<file path="config.mk">
export PLATFORM = sky130hd
export DESIGN_NAME = muldiv_unit
export DESIGN_NICKNAME = d
export VERILOG_FILES = /design/src/rtl/muldiv_unit.sv
export SDC_FILE = /design/constraint.sdc
export NUM_CORES = 1
export LEC_CHECK = 0
export CORE_MARGIN = 4
export CORE_UTILIZATION = 35
export DETAILED_ROUTE_END_ITERATION = 10
export DONT_BUFFER_PORTS = 1
export PLACE_DENSITY = 0.61
export SETUP_SLACK_MARGIN = 0.5
export SYNTH_ARGS = -nofsm -noshare
export SYNTH_HDL_FRONTEND = slang
export SYNTH_SLANG_ARGS = --single-unit
</file>
<file path="constraint.sdc">
create_clock -name clk -period 5 [get_ports clk]
set_clock_uncertainty 0.1 [all_clocks]
set_input_delay 0.5 -clock clk [delete_from_list [all_inputs] [get_ports clk]]
set_output_delay 0.5 -clock clk [all_outputs]
set_load 0.005 [all_outputs]
</file>
<file path="src/rtl/muldiv_unit.sv">
// Iterative multiply/divide engine that owns the HI/LO register pair.
// It runs one shift-add or restoring-divide step per cycle, then applies sign correction in a final step.
module muldiv_unit #(
    parameter int WIDTH = 32
) (
    input  logic             clk,
    input  logic             reset,
    input  logic             start,
    input  logic [1:0]       op,
    input  logic [WIDTH-1:0] a,
    input  logic [WIDTH-1:0] b,
    input  logic             hi_we,
    input  logic             lo_we,
    input  logic [WIDTH-1:0] wdata,
    output logic             busy,
    output logic             done,
    output logic             div_zero,
    output logic [WIDTH-1:0] hi,
    output logic [WIDTH-1:0] lo
);

    localparam int CW = $clog2(WIDTH);
    localparam logic [1:0] IDLE = 2'd0;
    localparam logic [1:0] RUN  = 2'd1;
    localparam logic [1:0] FIX  = 2'd2;

    logic [1:0]         state_r;
    logic [CW-1:0]      cnt_r;
    logic               is_div_r;
    logic               neg_res_r;
    logic               neg_rem_r;
    logic [WIDTH-1:0]   mag_op_r;
    logic [2*WIDTH-1:0] acc_r;
    logic [WIDTH-1:0]   hi_r;
    logic [WIDTH-1:0]   lo_r;
    logic               busy_r;
    logic               done_r;
    logic               div_zero_r;

    logic               is_div_s;
    logic               sa_s;
    logic               sb_s;
    logic               b_zero_s;
    logic [WIDTH-1:0]   mag_a_s;
    logic [WIDTH-1:0]   mag_b_s;
    logic [WIDTH:0]     mul_sum_s;
    logic [2*WIDTH-1:0] mul_next_s;
    logic [WIDTH:0]     div_shift_s;
    logic [WIDTH:0]     div_diff_s;
    logic [2*WIDTH-1:0] div_next_s;
    logic [2*WIDTH-1:0] prod_s;
    logic [WIDTH-1:0]   quo_s;
    logic [WIDTH-1:0]   rem_s;

    // Operand conditioning: only signed ops (op[0]==0) take magnitudes.
    always_comb begin
        is_div_s = op[1];
        sa_s     = ~op[0] & a[WIDTH-1];
        sb_s     = ~op[0] & b[WIDTH-1];
        b_zero_s = (b == {WIDTH{1'b0}});
        if (sa_s) begin
            mag_a_s = -a;
        end else begin
            mag_a_s = a;
        end
        if (sb_s) begin
            mag_b_s = -b;
        end else begin
            mag_b_s = b;
        end
    end

    // One iteration step: acc holds {partial, multiplier} or {remainder, dividend/quotient}.
    always_comb begin
        if (acc_r[0]) begin
            mul_sum_s = {1'b0, acc_r[2*WIDTH-1:WIDTH]} + {1'b0, mag_op_r};
        end else begin
            mul_sum_s = {1'b0, acc_r[2*WIDTH-1:WIDTH]};
        end
        mul_next_s  = {mul_sum_s, acc_r[WIDTH-1:1]};
        div_shift_s = {acc_r[2*WIDTH-1:WIDTH], acc_r[WIDTH-1]};
        div_diff_s  = div_shift_s - {1'b0, mag_op_r};
        if (div_diff_s[WIDTH]) begin
            div_next_s = {div_shift_s[WIDTH-1:0], acc_r[WIDTH-2:0], 1'b0};
        end else begin
            div_next_s = {div_diff_s[WIDTH-1:0], acc_r[WIDTH-2:0], 1'b1};
        end
    end

    // Sign correction; remainder follows the dividend sign.
    always_comb begin
        if (neg_res_r) begin
            prod_s = -acc_r;
            quo_s  = -acc_r[WIDTH-1:0];
        end else begin
            prod_s = acc_r;
            quo_s  = acc_r[WIDTH-1:0];
        end
        if (neg_rem_r) begin
            rem_s = -acc_r[2*WIDTH-1:WIDTH];
        end else begin
            rem_s = acc_r[2*WIDTH-1:WIDTH];
        end
    end

    // Control FSM, datapath registers and HI/LO.
    always_ff @(posedge clk) begin
        if (reset) begin
            state_r    <= IDLE;
            cnt_r      <= {CW{1'b0}};
            is_div_r   <= 1'b0;
            neg_res_r  <= 1'b0;
            neg_rem_r  <= 1'b0;
            mag_op_r   <= {WIDTH{1'b0}};
            acc_r      <= {(2*WIDTH){1'b0}};
            hi_r       <= {WIDTH{1'b0}};
            lo_r       <= {WIDTH{1'b0}};
            busy_r     <= 1'b0;
            done_r     <= 1'b0;
            div_zero_r <= 1'b0;
        end else begin
            done_r <= 1'b0;
            case (state_r)
                IDLE: begin
                    if (start) begin
                        if (is_div_s && b_zero_s) begin
                            done_r     <= 1'b1;
                            div_zero_r <= 1'b1;
                        end else begin
                            state_r    <= RUN;
                            busy_r     <= 1'b1;
                            div_zero_r <= 1'b0;
                            cnt_r      <= {CW{1'b0}};
                            is_div_r   <= is_div_s;
                            neg_res_r  <= sa_s ^ sb_s;
                            neg_rem_r  <= sa_s;
                            mag_op_r   <= is_div_s ? mag_b_s : mag_a_s;
                            acc_r      <= {{WIDTH{1'b0}}, (is_div_s ? mag_a_s : mag_b_s)};
                        end
                    end else begin
                        if (hi_we) begin
                            hi_r <= wdata;
                        end
                        if (lo_we) begin
                            lo_r <= wdata;
                        end
                    end
                end
                RUN: begin
                    acc_r <= is_div_r ? div_next_s : mul_next_s;
                    cnt_r <= cnt_r + CW'(1);
                    if (cnt_r == CW'(WIDTH - 1)) begin
                        state_r <= FIX;
                    end
                end
                FIX: begin
                    if (is_div_r) begin
                        hi_r <= rem_s;
                        lo_r <= quo_s;
                    end else begin
                        hi_r <= prod_s[2*WIDTH-1:WIDTH];
                        lo_r <= prod_s[WIDTH-1:0];
                    end
                    cnt_r   <= {CW{1'b0}};
                    done_r  <= 1'b1;
                    busy_r  <= 1'b0;
                    state_r <= IDLE;
                end
                default: begin
                    state_r <= IDLE;
                    busy_r  <= 1'b0;
                end
            endcase
        end
    end

    assign busy     = busy_r;
    assign done     = done_r;
    assign div_zero = div_zero_r;
    assign hi       = hi_r;
    assign lo       = lo_r;

endmodule

</file>
==> results of run 1 <==
-- logic make-up (layout without fill, tap and decap cells) --
family	count (synthesis)	count (layout)	share of synthesized area, %
compound gates	628	628	27.56
xor+xnor	168	169	10.00
fa+ha+maj	75	75	6.449
buf+inv	195	136	5.188
flops	173	173	23.43
mux	107	107	7.414
simple gates	650	650	19.96
-- Yosys cell counts (59+ instances only) --
| cell | instances | area [µm²] |
|---|---|---|
| a211oi_1 | 125 | 938.4 |
| nor3_1 | 59 | 295.3 |
| ha_1 | 73 | 913.4 |
| a21oi_1 | 212 | 1061 |
| nand2_1 | 172 | 645.6 |
| o21ai_0 | 81 | 405.4 |
| clkbuf_1 | 102 | 382.9 |
| dfxtp_1 | 173 | 3463 |
| xor2_1 | 91 | 797.0 |
| xnor2_1 | 76 | 665.6 |
| inv_1 | 63 | 236.5 |
| mux2i_1 | 87 | 870.8 |
| nor2_1 | 266 | 998.5 |
-- final cells by class --
type,instances,area [µm²],share of cell area (%)
tap,539,674.4,4.237
sequential,173,3466,21.78
clock buffer,17,425.4,2.673
inverter,65,244.0,1.533
timing repair buffer,40,312.8,1.965
clock inverter,14,170.2,1.069
multi-input combinational,1629,10620,66.75
-- worst max-delay path by stage --
stage | start | to | slack (ns)
floorplan | acc_r[32] | acc_r[52] | 1.37
global placement | acc_r[31] | acc_r[36] | 0.54
detailed placement | acc_r[31] | acc_r[39] | 0.42
CTS | acc_r[31] | acc_r[63] | 0.46
global route | acc_r[31] | acc_r[46] | 0.59
finish | mag_op_r[17] | acc_r[42] | 0.81
-- state kept, by name (all words and copies together) (netlist names) --
signal     count
busy           1
lo            32
neg_rem_r      1
done           1
hi            32
cnt_r          5
is_div_r       1
div_zero       1
neg_res_r      1
state_r        2
mag_op_r      32
acc_r         64
-- timing repair --
item,CTS,global route
gates resized for setup,0,1
hold endpoints to repair,0,0
cloned,1,0
setup endpoints to repair,2,29
setup buffers,0,3
pin swaps,1,2
-- worst max-delay path, delay by kind of cell (launching register included) --
kind / cells / cell delay [ns]
fa+ha+maj: 1 / 0.42
compound gates: 7 / 2.13
mux: 1 / 0.34
simple gates: 1 / 0.19
buf+inv: 2 / 0.27
xor+xnor: 1 / 0.21
flops: 1 / 0.36
-- where the power goes --
group          switching, mW  leakage (nW)  total, mW  internal (mW)
clock                  0.621         0.282       1.41          0.785
sequential             0.121          1.42       1.59           1.47
combinational          0.698          4.28       1.13          0.429
-- per-layer routing --
layer | up-vias | share of wire [%] | global-route usage, %
met5 | - | 0 | 0
li1 | 7095 | - | -
met1 | 6990 | 43 | 31.07
met3 | 113 | 7.9 | 5.004
met4 | 0 | 4.8 | 10.02
met2 | 597 | 44 | 36.27
-- through the flow --
| step | power (mW) | utilization [%] | hold slack, ns | setup WS (ns) |
|---|---|---|---|---|
| CTS | 4.107 | 37.92 | 0.01165 | 0.4558 |
| detailed placement | 2.712 | 36.45 | 0.3478 | 0.4218 |
| global placement | 2.697 | 36.45 | 0.3421 | 0.5402 |
| finish | 4.119 | 38.03 | 0.02293 | 0.8080 |
| global route | 4.306 | 38.03 | 0.01143 | 0.5855 |
| floorplan | 2.420 | - | 0.3362 | 1.372 |
==> impl_metrics.env, run 1 <==
export IMPL_vias=14800
export IMPL_io_pins=170
export IMPL_placed_cell_area_um2=15260
export IMPL_reg2reg_to="acc_r[42]"
export IMPL_grtUsageTotal_pct=23.22
export IMPL_die_w_um=213.5
export IMPL_synth_seq_cells=173
export IMPL_root_buffer="clkbuf_16"
export IMPL_reg2reg_from="mag_op_r[17]"
export IMPL_syn_area_um2=14780
export IMPL_clkTransAtPathRegs_ns=0.07
export IMPL_diodes=0
export IMPL_hold_class="primary input to register"
export IMPL_ys_seq_area_share_pct=23.43
export IMPL_setup_violations=0
export IMPL_ir_drop_mv=0.2611
export IMPL_cts_sinks=173
export IMPL_synth_edff_count=0
export IMPL_dp_cells=2442
export IMPL_row_count=75
export IMPL_maxCapViolCount=0
export IMPL_dp_hpwl_um=42140
export IMPL_worstSetupPathType="register to register"
export IMPL_area_growth_pct=7.651
export IMPL_whs_endpoint="hi[17]"
export IMPL_cts_max_path_buffers=2
export IMPL_cts_tree="built"
export IMPL_drv_slew=0
export IMPL_dieArea_um2=45590
export IMPL_fill_cells=4404
export IMPL_holdBufCountCts=0
export IMPL_cp_arrival_ns=4.39
export IMPL_hold_viol=0
export IMPL_die_h_um=213.5
export IMPL_cpMaxStageDelayCell="a41oi_1"
export IMPL_fmax_mhz=238.5
export IMPL_required_ns=5.20
export IMPL_grt_pass1_vias=13750
export IMPL_grt_pass1_wl_um=82480
export IMPL_async_flop_share_pct=0
export IMPL_crit_top_cell="o21ai_0"
export IMPL_cts_made_buffers=17
export IMPL_max_stage_delay_ns=0.78
export IMPL_worst_hold_startpoint="reset"
export IMPL_ant_nets=0
export IMPL_cp_end_kind="register"
export IMPL_p_leak_nw=5.980
export IMPL_worstSkewPairLatency_ns=0.45
export IMPL_worstRegToRegCells=13
export IMPL_worst_slew_margin_rel_pct=19.19
export IMPL_rsz0062_at_grt="no"
export IMPL_layout_commonest_cell="nor2_1"
export IMPL_powerDensity_nw_per_um2=258.8
export IMPL_via_per_inst=5.973
export IMPL_gr_total_overflow=0
export IMPL_drc_errors=0
export IMPL_start_util_pct=35.32
export IMPL_syn_inst=1996
export IMPL_portBuffers=0
export IMPL_ys_warn_count=0
export IMPL_drive_above_1_share_pct=6.089
export IMPL_syn_area_per_cell_um2=7.407
export IMPL_status="finished clean"
export IMPL_wirelength_um=54700
export IMPL_antenna_found_initial=0
export IMPL_first_pass_iters=5
export IMPL_worst_slew_pin_transition_ns=1.212
export IMPL_rrSetupSlack_ns=0.81
export IMPL_place_gp_congestion=0.9616
export IMPL_fin_area_um2=15920
export IMPL_final_cell_mix="266 x nor2_1, 210 x a21oi_1, 172 x nand2_1"
export IMPL_whs_path_depth=1
export IMPL_grt_max_degree=144
export IMPL_drt_initial_drc_count=1450
export IMPL_path_max_fanout=9
export IMPL_fin_setup_tns_ns=0
export IMPL_fin_crit_ns=4.192
export IMPL_ys_types=72
export IMPL_nets=2104
export IMPL_syn_nets=2174
export IMPL_coreArea_um2=41850
export IMPL_htreeDepth=4
export IMPL_wl_per_cell_um=22.08
export IMPL_fin_cells=2477
export IMPL_startpoint_type="register"
export IMPL_post_route_period_util_pct=83.84
export IMPL_worstPathCellList="inv_1 > ha_1 > a2111oi_0 > o21ai_0 > a221oi_1 > or2_2 > o211ai_1 > a41oi_1 > xnor2_4 > buf_4 > mux2_2 > a21oi_1 > o21ai_0"
export IMPL_ys_flop_type="dfxtp_1"
No activity file was read; power rests on OpenSTA's default activity.
==> run 2, diff against run 1 <==
--- a/config.mk
+++ b/config.mk
@@ -9,7 +9,7 @@
 export CORE_UTILIZATION = 35
 export DETAILED_ROUTE_END_ITERATION = 10
 export DONT_BUFFER_PORTS = 1
-export PLACE_DENSITY = 0.61
+export PLACE_DENSITY = 0.63
 export SETUP_SLACK_MARGIN = 0.5
 export SYNTH_ARGS = -nofsm -noshare
 export SYNTH_HDL_FRONTEND = slang
==> constraint.sdc (replaced) <==
create_clock -name clk -period 3.59 [get_ports clk]
set_clock_uncertainty 0.1 [all_clocks]
set_input_delay 0.359 -clock clk [delete_from_list [all_inputs] [get_ports clk]]
set_output_delay 0.359 -clock clk [all_outputs]
set_load 0.005 [all_outputs]
==> run 2 against run 1 <==
Compared with the run above:
- first-iteration DRC count is 9.5% higher
- via count rose by 4.1%
- non-clock buffer count up 100
- die area is the same
- largest cell class unchanged
==> impl_metrics.env, run 2 (synthesized netlist as in run 1, its figures left out) <==
export IMPL_coreArea_um2=41850
export IMPL_drc_errors=0
export IMPL_first_pass_iters=5
export IMPL_cts_sinks=173
export IMPL_reg2reg_to="acc_r[40]"
export IMPL_crit_end="acc_r[40]"
export IMPL_fmax_mhz=288.5
export IMPL_portBuffers=0
export IMPL_cts_made_buffers=17
export IMPL_dieArea_um2=45590
export IMPL_row_count=75
export IMPL_grtUsageTotal_pct=23.80
export IMPL_htreeDepth=4
export IMPL_clkTransAtPathRegs_ns=0.08
export IMPL_powerDensity_nw_per_um2=346.5
export IMPL_fin_setup_tns_ns=0
export IMPL_worstRegToRegCells=15
export IMPL_cp_arrival_ns=3.72
export IMPL_setup_violations=0
export IMPL_worst_slew_margin_rel_pct=2.509
export IMPL_grt_max_degree=140
export IMPL_cts_tree="built"
export IMPL_final_cell_mix="260 x nor2_1, 204 x a21oi_1, 171 x nand2_1"
export IMPL_p_leak_nw=6.615
export IMPL_worst_slew_pin_transition_ns=1.462
export IMPL_required_ns=3.84
export IMPL_gr_total_overflow=0
export IMPL_via_per_inst=5.974
export IMPL_place_gp_congestion=0.9348
export IMPL_hold_class="primary input to register"
export IMPL_area_growth_pct=16.99
export IMPL_die_h_um=213.5
export IMPL_startpoint_type="register"
export IMPL_root_buffer="clkbuf_16"
export IMPL_status="finished clean"
export IMPL_cts_max_path_buffers=2
export IMPL_ir_drop_mv=0.3432
export IMPL_dp_hpwl_um=43550
export IMPL_rsz0062_at_grt="yes"
export IMPL_grt_pass1_vias=14140
export IMPL_post_route_period_util_pct=96.55
export IMPL_wirelength_um=57100
export IMPL_antenna_found_initial=1
export IMPL_wl_per_cell_um=22.16
export IMPL_rrSetupSlack_ns=0.12
export IMPL_cp_end_kind="register"
export IMPL_layout_commonest_cell="nor2_1"
export IMPL_path_max_fanout=6
export IMPL_die_w_um=213.5
export IMPL_worstSkewPairLatency_ns=0.45
export IMPL_worstSetupPathType="register to register"
export IMPL_drive_above_1_share_pct=14.67
export IMPL_drv_slew=0
export IMPL_hold_viol=0
export IMPL_vias=15400
export IMPL_diodes=0
export IMPL_largest_register_ffs=64
export IMPL_worst_hold_startpoint="op[0]"
export IMPL_start_util_pct=35.32
export IMPL_maxCapViolCount=0
export IMPL_max_flop_register="acc_r"
export IMPL_fin_crit_ns=3.466
export IMPL_grt_pass1_wl_um=84990
export IMPL_drt_initial_drc_count=1588
export IMPL_post_route_util_pct=41.32
export IMPL_reg2reg_from="acc_r[31]"
export IMPL_nets=2203
export IMPL_ant_nets=0
export IMPL_crit_path_start="acc_r[31]"
export IMPL_io_pins=170
[run 2: cell types whose count changed in the layout (fill, tap and decap cells not counted), sizes merged]
cell,previous run,this run
bufinv,3,1
clkbuf,17,19
inv,65,71
dlygate4sd3,0,2
xnor2,78,77
clkinv,7,6
clkinvlp,4,1
buf,40,137
[run 2: critical path: stages (launching register included)]
cell	delay, ns
dfxtp_2	0.34
inv_2	0.05
ha_4	0.16
fa_2	0.34
nand2b_4	0.17
a21oi_4	0.13
o41a_1	0.29
a31oi_4	0.13
o211ai_1	0.29
a41oi_2	0.24
xnor2_4	0.34
buf_6	0.16
buf_16	0.13
mux2i_1	0.22
a221oi_2	0.09
a21o_1	0.19
[run 2: layout make-up]
| class | count | area [µm²] |
|---|---|---|
| clock buffers | 18 | 439.2 |
| well taps | 539 | 674.4 |
| repair buffers | 140 | 1251 |
| multi-input cells | 1628 | 11060 |
| inverters | 65 | 244.0 |
| flip-flops and latches | 173 | 3477 |
| fillers | 4281 | 24560 |
| clock inverters | 14 | 150.1 |
[run 2: what timing repair did]
item	4_1_cts	5_1_grt
gates cloned	2	1
setup endpoints to repair	50	68
pin swaps	22	52
endpoints found under the hold margin	139	0
hold buffers	3	0
buffers inserted	26	13
gates resized for setup	44	79
[run 2: how the worst min path moves through the flow]
stage / depth (start not counted) / to
2_1_floorplan: 2 / cnt_r[4]
3_3_place_gp: 2 / cnt_r[4]
3_5_place_dp: 2 / cnt_r[4]
4_1_cts: 3 / neg_rem_r
5_1_grt: 3 / neg_rem_r
6_report: 3 / neg_rem_r
[run 2: metal layers]
layer / wire [µm] / up-vias / track usage [%]
met5: 0 / - / 0
met1: 24990 / 7289 / 33.49
met2: 24620 / 690 / 35.44
li1: - / 7301 / -
met4: 2820 / 0 / 10.48
met3: 4683 / 115 / 4.623
[run 2: power by group]
| group | switching [mW] | total [mW] | internal (mW) |
|---|---|---|---|
| registers | 0.162 | 2.20 | 2.04 |
| clock network | 0.904 | 1.91 | 1.00 |
| logic | 1.12 | 1.88 | 0.757 |
| total | 2.19 | 5.99 | 3.80 |
[run 2: metrics by stage]
stage,instance area [µm²],power (mW),setup slack [ns],hold slack (ns),instances
floorplan,14870,3.390,0.3897,0.3362,1996
global placement,15800,3.871,0.1276,0.3477,2500
detailed placement,15800,3.887,0.07561,0.3522,2500
CTS,16850,5.886,0.1703,0.0001626,2563
global route,17300,6.242,-0.01842,0.03434,2577
finish,17300,5.993,0.1239,0.01774,2577
==> run 3, diff against run 2 <==
==> constraint.sdc (replaced) <==
create_clock -name clk -period 3.59 [get_ports clk]
set_clock_uncertainty 0.1 [all_clocks]
set_input_delay 0.5385 -clock clk [delete_from_list [all_inputs] [get_ports clk]]
set_output_delay 0.5385 -clock clk [all_outputs]
set_load 0.005 [all_outputs]
==> run 3 against run 2 <==
Compared with the run above:
- maximum frequency rose by 0.73%
- die area did not move
- global-route usage decreased by 0.58 points
- routed wire length shrank 1.5%
- sequential power barely moved
- combinational power about the same
- setup slack gained 0.025 ns
- sequential share of layout area decreased by 0.37 points
- total power is 1.4% higher
- flip-flop and latch count unchanged
- count of clock-buffer cells in the layout is 1 lower
- via count rose by 0.38%
==> impl_metrics.env, run 3 (synthesized netlist as in run 1, its figures left out) <==
export IMPL_status="finished clean"
export IMPL_drt_initial_drc_count=1652
export IMPL_fin_setup_tns_ns=0
export IMPL_post_route_period_util_pct=95.85
export IMPL_first_pass_iters=5
export IMPL_worst_hold_startpoint="reset"
export IMPL_row_count=75
export IMPL_rsz0062_at_grt="yes"
export IMPL_grt_max_degree=144
export IMPL_coreArea_um2=41850
export IMPL_hold_slack_ns=0.05392
export IMPL_reg2reg_from="acc_r[31]"
export IMPL_dp_hpwl_um=42950
export IMPL_final_cell_mix="258 x nor2_1, 206 x a21oi_1, 169 x nand2_1"
export IMPL_htreeDepth=4
export IMPL_startpoint_type="register"
export IMPL_grt_pass1_wl_um=82580
export IMPL_die_h_um=213.5
export IMPL_cp_arrival_ns=3.68
export IMPL_cts_made_buffers=17
export IMPL_holdBufCountCts=0
export IMPL_cts_max_path_buffers=2
export IMPL_placed_cell_area_um2=15970
export IMPL_fill_cells=4205
export IMPL_via_per_inst=5.955
export IMPL_area_growth_pct=19.96
export IMPL_required_ns=3.83
export IMPL_drv_slew=0
export IMPL_worstSetupPathType="register to register"
export IMPL_post_route_util_pct=42.38
export IMPL_root_buffer="clkbuf_16"
export IMPL_drc_errors=0
export IMPL_grt_pass1_vias=13940
export IMPL_ir_drop_mv=0.3694
export IMPL_maxCapViolCount=0
export IMPL_wirelength_um=56240
export IMPL_portBuffers=0
export IMPL_largest_register_ffs=64
export IMPL_worstSkewPairLatency_ns=0.46
export IMPL_wl_per_cell_um=21.67
export IMPL_path_max_fanout=7
export IMPL_hold_class="primary input to register"
export IMPL_vias=15450
export IMPL_drive_above_1_share_pct=16.94
export IMPL_hold_viol=0
export IMPL_cts_tree="built"
export IMPL_io_pins=170
export IMPL_layout_commonest_cell="nor2_1"
export IMPL_antenna_found_initial=1
export IMPL_fmax_mhz=290.6
export IMPL_dieArea_um2=45590
export IMPL_crit_path_start="acc_r[31]"
export IMPL_die_w_um=213.5
export IMPL_max_flop_register="acc_r"
export IMPL_fin_area_um2=17740
export IMPL_nets=2219
export IMPL_grtUsageTotal_pct=23.22
export IMPL_ant_nets=0
export IMPL_setup_violations=0
export IMPL_p_leak_nw=6.784
export IMPL_cp_end_kind="register"
export IMPL_fin_crit_ns=3.441
export IMPL_place_gp_congestion=0.9499
export IMPL_powerDensity_nw_per_um2=342.7
export IMPL_worst_slew_pin_transition_ns=1.183
export IMPL_gr_total_overflow=0
export IMPL_start_util_pct=35.32
export IMPL_cts_sinks=173
export IMPL_clkTransAtPathRegs_ns=0.08
export IMPL_worst_slew_margin_rel_pct=21.14
run 3: report_power, final:
group	total, mW	internal, mW	switching (mW)
Clock	1.97	0.964	1.01
Sequential	2.20	2.04	0.161
Combinational	1.90	0.791	1.11
run 3: worst max-delay path, cell delays in order, from the launching register on:
cell and delay (ns):
dfxtp_2 0.34, inv_2 0.05, ha_4 0.15, fa_2 0.34, nand2b_4 0.17, a21oi_4 0.16
o41a_1 0.22, a31oi_4 0.12, o211ai_1 0.34, a41oi_2 0.24, xnor2_4 0.30, buf_12 0.17
buf_4 0.11, mux2_4 0.30, a21oi_2 0.15, o21ai_1 0.07
run 3: final timing paths:
path | slack (ns) | depth (start not counted) | to
min reg2reg | 0.37 | 2 | cnt_r[4]
max | 0.15 | 15 | acc_r[42]
min | 0.05 | 1 | hi[8]
max reg2reg | 0.15 | 15 | acc_r[42]
run 3: layer usage:
layer	track usage, %	wire length [µm]
met3	5.823	5002
met2	35.08	24670
met5	0	0
met1	31.64	24010
met4	9.777	2547
run 3: what timing repair did:
item	4_1_cts	5_1_grt
gates resized for setup	60	114
pin swaps	29	58
cloned	1	2
hold endpoints to repair	0	0
setup endpoints to repair	48	74
buffers inserted	13	24
run 3: area by class of cell:
class                   instances  area, µm²  share of cell area, %
diodes                          2      5.005                0.02822
clock buffers                  17      425.4                  2.399
clock inverters                15      201.4                  1.136
inverters                      65      244.0                  1.376
multi-input cells            1629      11340                  63.94
flip-flops and latches        173       3500                  19.73
well taps                     539      674.4                  3.802
repair buffers                155       1346                  7.591
run 3: metrics by stage:
step | setup slack (ns) | power, mW | std cells
detailed placement | 0.04234 | 3.901 | 2521
finish | 0.1490 | 6.079 | 2595
floorplan | 0.3481 | 3.395 | 1996
global placement | 0.07625 | 3.877 | 2521
CTS | 0.2619 | 5.926 | 2567
global route | 0.06487 | 6.331 | 2593
